`src/rtl/instruction_fetch_queue.sv`:
```
// -----------------------------------------------------------------------------
// instruction_fetch_queue
//
// Purpose:
//   Prefetching instruction fetch stage. It generates fetch PCs and issues them
//   to instruction memory over a valid/ready request port that tolerates any
//   response latency of at least one cycle. Responses land in a DEPTH-entry
//   queue of {pc, instruction} pairs. The queue head is presented to ID through
//   a valid/ready handshake.
//
//   A JUMP or TRAP redirect does four things:
//     - flushes the queue;
//     - retargets the fetch PC;
//     - blocks request acceptance for that cycle;
//     - arms a drop counter, so that responses to requests issued before the
//       redirect are discarded.
//
//   Requests are only issued while count + outstanding < DEPTH. Because of
//   this credit rule, every response always has a queue slot waiting for it.
//
// Parameters:
//   XLEN      PC / address width
//   ILEN      instruction width
//   DEPTH     queue entries (power of two, >= 2)
//   RESET_PC  first fetch address after reset
//
// Ports:
//   clk, rst              clock, synchronous active-high reset
//   clk_en                global enable; when low all state holds
//   pc_sel                0 = PC_PLUS4, 1 = JUMP, 2 = TRAP, 3 acts as PC_PLUS4
//   jump_addr, trap_addr  redirect targets
//   mem_req_*             fetch request (valid/ready, address)
//   mem_rsp_*             in-order fetch response (valid, data)
//   id_valid, id_ready    head-of-queue handshake towards ID
//   inst_id, pc_id        head entry; zero when the queue is empty
//
// Optional feature (macro IF_MISALIGN_TRAP_EN):
//   When the macro is defined:
//     - a redirect to a target with target[1:0] != 0 raises misalign_trap
//       and captures the target in misalign_addr;
//     - fetching then stalls until the next redirect, which clears the trap.
//   When the macro is undefined:
//     - the misalign ports are absent;
//     - redirect targets are forced word aligned.
// -----------------------------------------------------------------------------
module instruction_fetch_queue #(
    parameter int              XLEN     = 32,
    parameter int              ILEN     = 32,
    parameter int              DEPTH    = 4,
    parameter logic [XLEN-1:0] RESET_PC = '0
) (
    input  logic            clk,
    input  logic            rst,
    input  logic            clk_en,
    input  logic [1:0]      pc_sel,
    input  logic [XLEN-1:0] jump_addr,
    input  logic [XLEN-1:0] trap_addr,
    output logic            mem_req_valid,
    input  logic            mem_req_ready,
    output logic [XLEN-1:0] mem_req_addr,
    input  logic            mem_rsp_valid,
    input  logic [ILEN-1:0] mem_rsp_data,
    output logic            id_valid,
    input  logic            id_ready,
    output logic [ILEN-1:0] inst_id,
    output logic [XLEN-1:0] pc_id
`ifdef IF_MISALIGN_TRAP_EN
    ,
    output logic            misalign_trap,
    output logic [XLEN-1:0] misalign_addr
`endif
);

    typedef enum logic [1:0] {
        PC_PLUS4 = 2'd0,
        JUMP     = 2'd1,
        TRAP     = 2'd2
    } next_pc_type_e;

    localparam int PTR_W = $clog2(DEPTH);
    // Counters must be able to hold the value DEPTH itself.
    localparam int CNT_W = PTR_W + 1;

    localparam logic [CNT_W-1:0] CNT_ONE = {{(CNT_W-1){1'b0}}, 1'b1};
    localparam logic [CNT_W:0]   DEPTH_S = DEPTH[CNT_W:0];
    localparam logic [CNT_W-1:0] DEPTH_C = DEPTH[CNT_W-1:0];
    localparam logic [PTR_W-1:0] PTR_ONE = {{(PTR_W-1){1'b0}}, 1'b1};
    localparam logic [XLEN-1:0]  PC_STEP = XLEN'(4);

    // Queue storage and pointers.
    logic [XLEN-1:0]  pc_q   [DEPTH];
    logic [ILEN-1:0]  inst_q [DEPTH];
    logic [PTR_W-1:0] rd_ptr;
    logic [PTR_W-1:0] wr_ptr;
    logic [CNT_W-1:0] count;
    logic [CNT_W-1:0] count_nxt;

    // Fetch-side state.
    logic [XLEN-1:0]  fetch_pc;
    logic [XLEN-1:0]  rsp_pc;
    logic [CNT_W-1:0] outstanding;
    logic [CNT_W-1:0] outstanding_nxt;
    logic [CNT_W-1:0] drop_cnt;

    // Per-cycle control.
    logic             redirect;
    logic [XLEN-1:0]  target_raw;
    logic [XLEN-1:0]  target;
    logic             fetch_stall;
    logic [CNT_W:0]   occupancy;
    logic             credit;
    logic             accept;
    logic             rsp_fire;
    logic             push;
    logic             pop;
    logic             head_valid;

    assign redirect   = clk_en & ((pc_sel == JUMP) | (pc_sel == TRAP));
    assign target_raw = (pc_sel == TRAP) ? trap_addr : jump_addr;

`ifdef IF_MISALIGN_TRAP_EN
    logic            target_misaligned;
    logic            misalign_q;
    logic [XLEN-1:0] misalign_addr_q;

    assign target            = target_raw;
    assign target_misaligned = |target_raw[1:0];
    assign fetch_stall       = misalign_q;
    assign misalign_trap     = ~rst & misalign_q;
    assign misalign_addr     = rst ? '0 : misalign_addr_q;
`else
    localparam logic [XLEN-1:0] ALIGN_MASK = {{(XLEN-2){1'b1}}, 2'b00};

    assign target      = target_raw & ALIGN_MASK;
    assign fetch_stall = 1'b0;
`endif

    // In-flight requests count against capacity, so a response never finds
    // the queue full.
    assign occupancy = {1'b0, count} + {1'b0, outstanding};
    assign credit    = occupancy < DEPTH_S;

    assign mem_req_valid = ~rst & clk_en & credit & ~redirect & ~fetch_stall;
    assign mem_req_addr  = rst ? '0 : fetch_pc;
    assign accept        = mem_req_valid & mem_req_ready;

    // A response is dropped in two cases: it arrives in the same cycle as a
    // redirect, or it belongs to the stale window counted by drop_cnt.
    assign rsp_fire = ~rst & clk_en & mem_rsp_valid;
    assign push     = rsp_fire & ~redirect & (drop_cnt == '0);

    assign head_valid = (count != '0);
    assign pop        = ~rst & clk_en & ~redirect & head_valid & id_ready;

    assign id_valid = ~rst & head_valid;
    assign inst_id  = id_valid ? inst_q[rd_ptr] : '0;
    assign pc_id    = id_valid ? pc_q[rd_ptr]   : '0;

    always_comb begin
        outstanding_nxt = outstanding;
        if (accept && !rsp_fire) begin
            outstanding_nxt = outstanding + CNT_ONE;
        end else if (!accept && rsp_fire) begin
            outstanding_nxt = outstanding - CNT_ONE;
        end
    end

    always_comb begin
        count_nxt = count;
        if (push && !pop) begin
            count_nxt = count + CNT_ONE;
        end else if (!push && pop) begin
            count_nxt = count - CNT_ONE;
        end
    end

    always_ff @(posedge clk) begin
        if (rst) begin
            fetch_pc    <= RESET_PC;
            rsp_pc      <= RESET_PC;
            outstanding <= '0;
            drop_cnt    <= '0;
            count       <= '0;
            rd_ptr      <= '0;
            wr_ptr      <= '0;
        end else if (clk_en) begin
            outstanding <= outstanding_nxt;
            if (redirect) begin
                fetch_pc <= target;
                rsp_pc   <= target;
                count    <= '0;
                rd_ptr   <= '0;
                wr_ptr   <= '0;
                // Every request still in flight after this cycle predates the
                // redirect. A response arriving this cycle is already dropped.
                drop_cnt <= outstanding_nxt;
            end else begin
                count <= count_nxt;
                if (accept) begin
                    fetch_pc <= fetch_pc + PC_STEP;
                end
                if (rsp_fire && (drop_cnt != '0)) begin
                    drop_cnt <= drop_cnt - CNT_ONE;
                end
                if (push) begin
                    rsp_pc <= rsp_pc + PC_STEP;
                    wr_ptr <= wr_ptr + PTR_ONE;
                end
                if (pop) begin
                    rd_ptr <= rd_ptr + PTR_ONE;
                end
            end
        end
    end

    // Queue payload needs no reset; head_valid qualifies every read.
    always_ff @(posedge clk) begin
        if (push) begin
            pc_q[wr_ptr]   <= rsp_pc;
            inst_q[wr_ptr] <= mem_rsp_data;
        end
    end

`ifdef IF_MISALIGN_TRAP_EN
    always_ff @(posedge clk) begin
        if (rst) begin
            misalign_q      <= 1'b0;
            misalign_addr_q <= '0;
        end else if (redirect) begin
            misalign_q <= target_misaligned;
            if (target_misaligned) begin
                misalign_addr_q <= target;
            end
        end
    end
`endif

`ifndef SYNTHESIS
    a_no_push_when_full : assert property (
        @(posedge clk) disable iff (rst) !(push && (count == DEPTH_C))
    );
    a_no_rsp_while_gated : assert property (
        @(posedge clk) disable iff (rst) !(mem_rsp_valid && !clk_en)
    );
`endif

endmodule

```
`config.mk`:
```
export PLATFORM = sky130hd
export DESIGN_NAME = instruction_fetch_queue
export DESIGN_NICKNAME = d
export VERILOG_FILES = /design/src/rtl/instruction_fetch_queue.sv
export SDC_FILE = /design/constraint.sdc
export NUM_CORES = 1
export LEC_CHECK = 0
export ABC_AREA = 1
export ABC_CLOCK_PERIOD_IN_PS = 8000
export CAP_MARGIN = 20
export CORE_ASPECT_RATIO = 1.25
export CORE_MARGIN = 1.5
export CORE_UTILIZATION = 60
export CTS_CLUSTER_DIAMETER = 60
export CTS_CLUSTER_SIZE = 28
export DETAILED_ROUTE_END_ITERATION = 16
export GPL_TIMING_DRIVEN = 1
export HOLD_SLACK_MARGIN = 0.1
export MAX_ROUTING_LAYER = met4
export PLACE_DENSITY = 0.86
export SLEW_MARGIN = 30
export SYNTH_ARGS = -nofsm -noshare
export SYNTH_HDL_FRONTEND = slang
export SYNTH_SLANG_ARGS = --single-unit
```
`constraint.sdc`:
```
create_clock -name clk -period 8 [get_ports clk]
set_clock_uncertainty 0.05 [all_clocks]
set_input_delay 1.6 -clock clk [delete_from_list [all_inputs] [get_ports clk]]
set_output_delay 1.6 -clock clk [all_outputs]
set_load 0.1 [all_outputs]
```
Yosys cells after proc, flatten, opt, wreduce, memory -nomap -nowiden

Memories as Yosys holds them, arrays and structs flattened. A register that Yosys moved wholly into a read port is not among the register bits.
Index checks and enable logic that the tools add are counted.

Flip-flop bits (word level): 77
Latch bits: 0
Memory bits (writable): 256
Bits in read-only memories: 0
Input port bits: 104
Memories: 2

Memory list:

| name   | words | width | read ports | clocked after Yosys merged registers in | write ports | RTL line | text |
|---|---|---|---|---|---|---|---|
| inst_q | 4     | 32    | 1          | 1                                       | 1           | 92       | `logic [ILEN-1:0] inst_q [DEPTH];` |
| pc_q   | 4     | 32    | 1          | 1                                       | 1           | 91       | `logic [XLEN-1:0] pc_q [DEPTH];` |

Add/sub/neg operators: 10
Multiply operators: 0
Div/mod/pow operators: 0
Order comparisons: 1
Equality and inequality tests: 2
Shift operators: 0
Multiplexer cells: 25
Bitwise operators: 15
Reductions and logical operators: 22

Operators with widths:

| cell                  | count |
|---|---|
| $mux 32               | 8 |
| $add 32x3->32 const B | 2 |
| $mux 3                | 7 |
| $mux 2                | 8 |
| $and 1x1->1           | 12 |
| $reduce_and 2->1      | 5 |
| $reduce_bool 3->1     | 3 |
| $sub 3x1->3 const B   | 3 |
| $reduce_bool 2->1     | 4 |
| $add 3x1->3 const B   | 2 |
| $logic_and 1x1->1     | 5 |
| $add 2x1->2 const B   | 2 |
| $add 3x3->4           | 1 |
| $logic_not 1->1       | 4 |
| $lt 4x3->1 const B    | 1 |
| $logic_not 3->1       | 1 |
| $eq 2x1->1 const B    | 1 |
| $eq 2x2->1 const B    | 1 |
| $mux 1                | 2 |
| $not 1->1             | 2 |
| $or 1x1->1            | 1 |

Longest topological paths before layout

Gate-level depths: netlist (run 1).

Word-level depth: 11
Mapped depth: 14
Mapped depth without buffers: 14

Least setup slack after synthesis (run 1)

Ideal clock, no wire load.

Path type: input-to-reg
Start point: input pc_sel[0]
End point: memory inst_q[0][0], enable pin
Arrival: 4958 ps
Setup slack: 2510 ps
Stages on the path: 6
Buffers on the path: 0
Cell sequence: inv_1 -> ha_1 -> nand3_2 -> nor2_1 -> inv_1 -> nor2_1

Word-level cells in the longest chain between the ends: 8
Elaborated cells on any way between the ends: 9

Ends and longest elaborated chain:

| element                                         | RTL line | text |
|---|---|---|
| from (decl)                                     | 55       | `input logic [1:0] pc_sel,` |
| $eq 2x1->1 / $eq 2x2->1 (equally long branches) | 118      | `assign redirect = clk_en & ((pc_sel == JUMP) \| (pc_sel == TRAP));` |
| $or 1x1->1 *                                    | 118      |  |
| $and 1x1->1 *                                   | 118      |  |
| $not 1->1 *                                     | 150      | `assign push = rsp_fire & ~redirect & (drop_cnt == '0);` |
| $and 1x1->1 * (2 in series)                     | 150      |  |
| $mux 1 *                                        | 218      | `if (push) begin` |
| $mux 1 (implied by the code) *                  | 220      | `inst_q[wr_ptr] <= mem_rsp_data;` |
| to (decl)                                       | 92       |  |

Mark *: on every way between the ends. The rest lies on a longest branch, timed or not.

Worst setup path after layout (run 1)

Start point: input rst
End point: output inst_id[21]

Word-level cells in the longest chain between the ends: 3

Ends and longest elaborated chain:

| element     | RTL line | text |
|---|---|---|
| from (decl) | 53       | `input logic rst,` |
| $not 1->1   | 155      | `assign id_valid = ~rst & head_valid;` |
| $and 1x1->1 | 155      |  |
| $mux 32     | 156      | `assign inst_id = id_valid ? inst_q[rd_ptr] : '0;` |
| to (decl)   | 65       | `output logic [ILEN-1:0] inst_id,` |

No other way between the ends.

==> impl_metrics.sql, run 1 <==
INSERT INTO impl_metrics (metric_group, metric, value, unit) VALUES
('outcome', 'run_status', 'completed', ''),
('pwr', 'netSwitchingFraction', '29.17', '%'),
('detailed_routing', 'route.detailed.wl_per_inst', '16.69', 'µm'),
('synthesis', 'synth.ff_latch_count', '323', ''),
('layout', 'nNetsFinal', '1912', ''),
('pwr', 'p_per_area', '195.2', 'mW/mm²'),
('floorplanning', 'floorplan.initialDensity', '61.17', '%'),
('synthesis', 'dominant_combinational_cell_family_by_area_after_synthesis', 'simple AND/OR/NAND/NOR gates', ''),
('detailed_routing', 'drt-pass1-iter-count', '5', ''),
('place', 'port_buffers', '193', ''),
('synthesis', 'synth_mux_area_share', '0', '%'),
('synthesis', 'yosys_warnings', '0', ''),
('grt', 'globalRouteTotalUtil', '27.89', '%'),
('layout', 'multi_input_logic_area', '0.005368', 'mm²'),
('sta', 'max_freq', '184.5', 'MHz'),
('sta', 'setup_ws', '2.579', 'ns'),
('clock_tree', 'worst_setup_hold_path_clk_slew', '0.10', 'ns'),
('floorplanning', 'die_w', '144.4', 'µm'),
('pwr', 'static-leakage-power', '6.379', 'nW'),
('clock_tree', 'htree_num_levels', '1', ''),
('hold_path', 'worstHoldPathType', 'flip-flop to flip-flop', ''),
('detailed_routing', 'wl_met1', '14.27', 'mm'),
('synthesis', 'post_synth_xor_area_fraction', '1.753', '%'),
('critical_path', 'cp.buffers_inverters', '5', ''),
('layout', 'proportion_of_layout_cells_with_a_drive_suffix_above_1', '7.428', '%'),
('synthesis', 'synth-compound-area-share', '12.86', '%'),
('layout', 'final_common_cell', 'sky130_fd_sc_hd__nor2_1', ''),
('clock_tree', 'postCtsSetupBuffers', '0', ''),
('layout', 'fill_cells', '1832', ''),
('synthesis', 'synth.cell_area', '0.01499', 'mm²'),
('pwr', 'power.ir.vdd_worst', '0.0001228', 'V'),
('sta', 'setup_violations', '0', ''),
('critical_path', 'ordered_cell_list_for_the_critical_path', 'clkdlybuf4s50_1 -> buf_4 -> inv_2 -> nand2_4 -> buf_4 -> a21oi_1 -> buf_4', ''),
('synthesis', 'syn-instance-count', '1649', ''),
('job', 'max-cap-violations', '0', ''),
('detailed_routing', 'drc', '0', ''),
('critical_path', 'setup.worst_path.start_class', 'input port', ''),
('pwr', 'p_switching', '0.9989', 'mW'),
('grt', 'grt_overflow', '0', ''),
('layout', 'register_area', '0.008954', 'mm²'),
('critical_path', 'path_max_fanout', '42', ''),
('critical_path', 'worst-setup-path-type', 'input port to output pin', ''),
('floorplanning', 'core_region_area', '0.02450', 'mm²'),
('clock_tree', 'clk_path_buf_depth', '3', ''),
('synthesis', 'synth.avg_cell_area', '9.090', 'µm²'),
('place', 'gp_routability_congestion', '0.9608', ''),
('critical_path', 'worstSetupEndpointType', 'output pin', ''),
('detailed_routing', 'top_signal_layer_used', 'met4', ''),
('critical_path', 'worst-endpoint-arrival', '3.77', 'ns'),
('grt', 'vias_in_the_first_global_route', '11400', ''),
('place', 'pre_cts_ws', '2.281', 'ns'),
('clock_tree', 'clock_insertion_delay_worst_skew', '0.51', 'ns'),
('clock_tree', 'cts_root_buf', 'sky130_fd_sc_hd__clkbuf_16', ''),
('critical_path', 'critical_path.max_stage_delay', '0.46', 'ns'),
('layout', 'n_antenna_cell', '0', ''),
('clock_tree', 'cts_repair_resize_count', '0', ''),
('grt', 'initial_antenna_violation_count', '0', ''),
('floorplanning', 'io_pins', '202', ''),
('sta', 'normalized_max_slew_margin', '31.71', '%'),
('sta', 'drv_slew', '0', ''),
('floorplanning', 'dieArea', '0.02595', 'mm²'),
('detailed_routing', 'avgViaCountPerCell', '5.576', ''),
('place', 'hpwl', '23.33', 'mm'),
('floorplanning', 'die_h', '179.7', 'µm'),
('detailed_routing', 'drt_iter0_markers', '817', ''),
('pwr', 'pwr-share-clk', '27.1', '%'),
('synthesis', 'seq_area_frac_synth', '59.70', '%'),
('detailed_routing', 'detailroute.via_count', '11899', ''),
('sta', 'worstMarginPinSlew', '1.021', 'ns'),
('pwr', 'comb_power_share', '16.9', '%'),
('sta', 'grt_setup_unrepaired', 'no', '');
-- synth_stat cells --
library cell	n	area, µm²
sky130_fd_sc_hd__nor2_1	412	1546
sky130_fd_sc_hd__edfxtp_1	248	7447
sky130_fd_sc_hd__nand2_1	220	825.8
sky130_fd_sc_hd__o21ai_0	203	1016
sky130_fd_sc_hd__a21oi_1	128	640.6
sky130_fd_sc_hd__inv_1	84	315.3
sky130_fd_sc_hd__dfxtp_1	75	1501
sky130_fd_sc_hd__clkbuf_1	53	198.9
sky130_fd_sc_hd__nand3_1	42	210.2
sky130_fd_sc_hd__a31oi_1	27	168.9
sky130_fd_sc_hd__xor2_1	26	227.7
sky130_fd_sc_hd__buf_2	22	110.1
sky130_fd_sc_hd__nor3_1	22	110.1
sky130_fd_sc_hd__ha_1	13	162.7
sky130_fd_sc_hd__o21ai_1	10	50.05
sky130_fd_sc_hd__inv_2	9	33.78
sky130_fd_sc_hd__nand4_1	8	50.05
sky130_fd_sc_hd__buf_4	6	45.04
sky130_fd_sc_hd__buf_1	5	18.77
sky130_fd_sc_hd__nand3b_1	4	30.03
sky130_fd_sc_hd__xnor2_1	4	35.03
sky130_fd_sc_hd__nor2_4	3	33.78
sky130_fd_sc_hd__o31ai_1	3	22.52
sky130_fd_sc_hd__or2_2	3	18.77
sky130_fd_sc_hd__a21boi_0	2	15.01
sky130_fd_sc_hd__nand2_2	2	12.51
sky130_fd_sc_hd__nand3_2	2	20.02
sky130_fd_sc_hd__nor2_2	2	12.51
sky130_fd_sc_hd__and2_1	1	6.260
sky130_fd_sc_hd__and2_2	1	7.510
sky130_fd_sc_hd__and3_1	1	6.260
sky130_fd_sc_hd__conb_1	1	3.750
sky130_fd_sc_hd__fa_1	1	20.02
sky130_fd_sc_hd__nand2_4	1	11.26
sky130_fd_sc_hd__nand3_4	1	17.52
sky130_fd_sc_hd__nor3_4	1	16.27
sky130_fd_sc_hd__o211ai_1	1	7.510
sky130_fd_sc_hd__o21bai_1	1	7.510
sky130_fd_sc_hd__or2_1	1	6.260
-- path summary, 6_finish.rpt --
check	slack (ns)	end	cells past startpoint	start
worst max-delay path	2.58	inst_id[21]	7	rst
worst min-delay path	0.42	flip-flop	2	rd_ptr[1]$_SDFFE_PP0N_
worst max register to register	5.32	pc_q[0][29]$_DFFE_PP_	10	drop_cnt[0]$_SDFFE_PP0P_
worst min register to register	0.42	flip-flop	2	rd_ptr[1]$_SDFFE_PP0N_
-- cells by family after synthesis --
kind of cell,count (synthesis)
AND/OR/NAND/NOR,727
buffers and inverters,179
XOR/XNOR,30
other,1
adder cells (fa/ha/maj),14
flip-flops,323
AO/OA/AOI/OAI,375
-- cell type report --
type	instances	area share (%)
flip-flops and latches	323	51.04
multi-input cells	1150	30.60
repair buffers	210	11.17
clock buffers	24	2.575
well taps	330	2.354
inverters	93	1.990
clock inverters	4	0.2782
-- power groups by stage --
stage | logic, mW | registers (mW) | clock network (mW)
global route | 0.619 | 1.93 | 0.991
floorplan | 0.422 | 1.94 | 0
finish | 0.577 | 1.92 | 0.927
CTS | 0.574 | 1.92 | 0.939
detailed placement | 0.572 | 1.96 | 0
global placement | 0.564 | 1.95 | 0
-- flip-flops by register name (all words and copies together), names as in the netlist, named ones only --
signal / count
wr_ptr: 2
rsp_pc: 30
inst_q: 128
drop_cnt: 3
count: 3
outstanding: 3
pc_q: 120
rd_ptr: 2
fetch_pc: 30
-- layer usage --
| layer | vias up | global-route usage (%) |
|---|---|---|
| met5 | - | - |
| met4 | 0 | 8.606 |
| met3 | 63 | 3.223 |
| met2 | 401 | 48.86 |
| met1 | 5576 | 33.49 |
| li1 | 5859 | - |
-- worst reg2reg max path, cell delays in order, from the launching register on --
cell	delay, ns
sky130_fd_sc_hd__dfxtp_1	0.31
sky130_fd_sc_hd__inv_1	0.11
sky130_fd_sc_hd__ha_1	0.16
sky130_fd_sc_hd__inv_1	0.05
sky130_fd_sc_hd__nor2_1	0.08
sky130_fd_sc_hd__nand2_1	0.12
sky130_fd_sc_hd__nor2_1	0.17
sky130_fd_sc_hd__inv_1	0.19
sky130_fd_sc_hd__nor2_4	0.35
sky130_fd_sc_hd__buf_16	0.23
sky130_fd_sc_hd__buf_4	0.47
-- per-stage QoR --
step | hold WS (ns) | instances | instance area [µm²] | power [mW] | utilization, %
finish | 0.4185 | 2134 | 17540 | 3.424 | 71.59
global route | 0.4516 | 2134 | 17540 | 3.536 | 71.59
CTS | 0.4177 | 2133 | 17510 | 3.431 | 71.46
detailed placement | 0.4007 | 2105 | 17010 | 2.527 | 69.42
global placement | 0.3980 | 2103 | 16960 | 2.516 | 69.19
floorplan | 0.3856 | 1652 | 15000 | 2.357 | -
No activity file was read; power rests on OpenSTA's default activity.
==> run 2: changes to the inputs <==
- ABC_CLOCK_PERIOD_IN_PS: 8000 -> 4900
- CORE_UTILIZATION: 60 -> 50
- PLACE_DENSITY: 0.86 -> 0.77
- clock period: 8 -> 4.9 ns (I/O delays scaled with it)
==> impl_metrics.sql, run 2 (synthesized netlist as in run 1, its figures left out) <==
INSERT INTO impl_metrics (metric_group, metric, value, unit) VALUES
('sta', 'finalWorstPathRequiredPeriod', '3.918', 'ns'),
('sta', 'min_period_over_period', '79.96', '%'),
('sta', 'worstMarginPinSlew', '0.8957', 'ns'),
('layout', 'nNetsFinal', '1910', ''),
('critical_path', 'path_max_fanout', '60', ''),
('floorplanning', 'core.rowCount', '70', ''),
('critical_path', 'ordered_cell_list_for_the_critical_path', 'inv_2 -> buf_4 -> o21ai_0 -> a21oi_1 -> buf_12', ''),
('critical_path', 'cp_num_cells', '5', ''),
('sta', 'totalNegativeSetupSlack', '0', 'ns'),
('critical_path', 'regToRegEndpoint', 'rsp_pc[12]$_SDFFE_PP0P_', ''),
('pwr', 'static-leakage-power', '6.632', 'nW'),
('clock_tree', 'postCtsSetupBuffers', '0', ''),
('sta', 'grt_setup_unrepaired', 'no', ''),
('clock_tree', 'tritoncts', 'built', ''),
('critical_path', 'worst-endpoint-arrival', '2.89', 'ns'),
('clock_tree', 'tritoncts_num_sinks', '323', ''),
('floorplanning', 'dieArea', '0.03103', 'mm²'),
('critical_path', 'critPathRequiredTime', '3.87', 'ns'),
('sta', 'normalized_max_slew_margin', '40.20', '%'),
('grt', 'vias_in_the_first_global_route', '11457', ''),
('critical_path', 'worstSetupEndpointType', 'output pin', ''),
('pwr', 'pwr-share-seq', '53.9', '%'),
('layout', 'regMostFlops', 'inst_q', ''),
('clock_tree', 'cts_root_buf', 'sky130_fd_sc_hd__clkbuf_16', ''),
('detailed_routing', 'routed_wirelength', '37.56', 'mm'),
('layout', 'reg_top3', 'inst_q: 128 flops, pc_q: 120 flops', ''),
('pwr', 'p_per_area', '316.0', 'mW/mm²'),
('hold_path', 'min-delay-start', 'rd_ptr[1]$_SDFFE_PP0N_', ''),
('grt', 'grt_overflow', '0', ''),
('grt', 'wire_length_of_the_first_global_routing_pass', '58.48', 'mm'),
('detailed_routing', 'drt-pass1-iter-count', '5', ''),
('layout', 'proportion_of_layout_cells_with_a_drive_suffix_above_1', '9.101', '%'),
('sta', 'max_freq', '255.2', 'MHz'),
('detailed_routing', 'avgViaCountPerCell', '5.438', ''),
('sta', 'drv_slew', '0', ''),
('detailed_routing', 'postRouteAntennaNets', '0', ''),
('detailed_routing', 'route.detailed.wl_per_inst', '17.09', 'µm'),
('floorplanning', 'floorplan.initialDensity', '51.09', '%'),
('pwr', 'pwr-share-clk', '28.1', '%'),
('critical_path', 'crit_family', 'buffers and inverters', ''),
('pwr', 'p_int', '4.104', 'mW'),
('clock_tree', 'worst_setup_hold_path_clk_slew', '0.10', 'ns'),
('pwr', 'comb_power_share', '18.0', '%'),
('layout', 'mostFrequentLayoutCells', '408 x sky130_fd_sc_hd__nor2_1, 248 x sky130_fd_sc_hd__edfxtp_1, 219 x sky130_fd_sc_hd__nand2_1', ''),
('grt', 'grt_max_degree', '103', ''),
('layout', 'largest_register_ff_count', '128', ''),
('layout', 'n_antenna_cell', '0', ''),
('outcome', 'run_status', 'completed', ''),
('hold_path', 'worstHoldPathType', 'flip-flop to flip-flop', ''),
('clock_tree', 'clk_path_buf_depth', '3', ''),
('clock_tree', 'cts_repair_resize_count', '0', ''),
('detailed_routing', 'drc', '0', ''),
('place', 'hpwl', '24.06', 'mm'),
('place', 'gp_routability_congestion', '0.9164', ''),
('critical_path', 'timing.reg2reg.setup_slack', '2.65', 'ns'),
('clock_tree', 'postCtsHoldBufs', '0', ''),
('floorplanning', 'core_region_area', '0.02934', 'mm²'),
('floorplanning', 'die_w', '157.9', 'µm'),
('pwr', 'netSwitchingFraction', '29.40', '%'),
('pwr', 'power.ir.vdd_worst', '0.0001948', 'V'),
('grt', 'initial_antenna_violation_count', '0', ''),
('clock_tree', 'htree_num_levels', '1', ''),
('critical_path', 'worst-setup-path-type', 'flip-flop to output pin', ''),
('critical_path', 'cp.buffers_inverters', '3', ''),
('place', 'placed_instances', '2169', ''),
('critical_path', 'r2r_cells', '10', ''),
('place', 'port_buffers', '193', ''),
('critical_path', 'setup.worst_path.start_class', 'flip-flop', ''),
('hold_path', 'hold_path_cell_cnt', '2', ''),
('floorplanning', 'io_pins', '202', ''),
('pwr', 'p_switching', '1.709', 'mW'),
('layout', 'post_layout_nonfiller_instances', '2198', ''),
('critical_path', 'worstReg2RegStart', 'drop_cnt[0]$_SDFFE_PP0P_', ''),
('grt', 'globalRouteTotalUtil', '24.68', '%'),
('job', 'max-cap-violations', '0', ''),
('critical_path', 'crit_slowest_cell', 'sky130_fd_sc_hd__inv_2', ''),
('clock_tree', 'cts_buffers', '17', ''),
('critical_path', 'critical_path.max_stage_delay', '0.68', 'ns'),
('sta', 'hold_violations', '0', ''),
('detailed_routing', 'drt_iter0_markers', '894', ''),
('floorplanning', 'die_h', '196.6', 'µm'),
('clock_tree', 'clock_insertion_delay_worst_skew', '0.53', 'ns'),
('sta', 'setup_violations', '0', ''),
('layout', 'areaGrowthSynthToFinish', '22.73', '%'),
('detailed_routing', 'detailroute.via_count', '11952', ''),
('layout', 'final_common_cell', 'sky130_fd_sc_hd__nor2_1', '');
## run 2: cell count changes in the layout (fill, tap and decap cells not counted), sizes merged
cell | before | now
buf | 81 | 108
bufinv | 0 | 1
clkinvlp | 2 | 1
clkdlybuf4s50 | 129 | 99
clkbuf | 24 | 21
clkinv | 0 | 1
inv | 95 | 98
## run 2: cell type report
type / count / area (µm²)
clock buffer: 21 / 440.4
clock inverter: 8 / 111.4
timing repair buffer: 207 / 2681
tap: 396 / 495.5
sequential: 323 / 8954
inverter: 93 / 351.6
fill: 2388 / 10940
multi-input combinational: 1150 / 5363
## run 2: worst max path at each step
| stage | to | slack, ns |
|---|---|---|
| global route | pc_id[6] | 0.78 |
| global placement | mem_req_valid | 1.07 |
| detailed placement | mem_req_valid | 1.06 |
| CTS | pc_id[6] | 0.90 |
| finish | pc_id[21] | 0.98 |
| floorplan | inst_q[0][0]$_DFFE_PP_ | 0.03 |
## run 2: worst reg2reg max path: cells and delay by family, from the launching register on
kind	cells	cell delay (ns)
fa+ha+maj	1	0.20
flops	1	0.32
compound gates	2	0.35
simple gates	4	0.65
buf+inv	3	0.54
## run 2: power groups by stage
stage	logic, mW	clock network (mW)	registers (mW)
6_report	1.05	1.63	3.13
5_1_grt	1.12	1.76	3.15
4_1_cts	1.05	1.66	3.13
3_5_place_dp	1.05	0	3.19
3_3_place_gp	1.03	0	3.19
2_1_floorplan	0.688	0	3.16
## run 2: layer usage
metal / track usage, % / wire length (µm) / share of wire [%]
met3: 3.122 / 2291 / 6.1
met1: 30.74 / 15620 / 42
met2: 41.91 / 18710 / 50
met5: - / 0 / 0
met4: 7.477 / 940 / 2.5
## run 2: metrics by stage
stage	hold WS [ns]	power (mW)	setup WS [ns]	util (%)	instance area [µm²]
5_1_grt	0.4563	6.023	0.7827	62.70	18400
3_3_place_gp	0.3966	4.219	1.074	60.80	17840
6_report	0.4135	5.813	0.9818	62.70	18400
2_1_floorplan	0.3856	3.848	0.03028	-	15000
3_5_place_dp	0.4002	4.237	1.061	60.82	17840
4_1_cts	0.4174	5.841	0.9044	62.70	18400
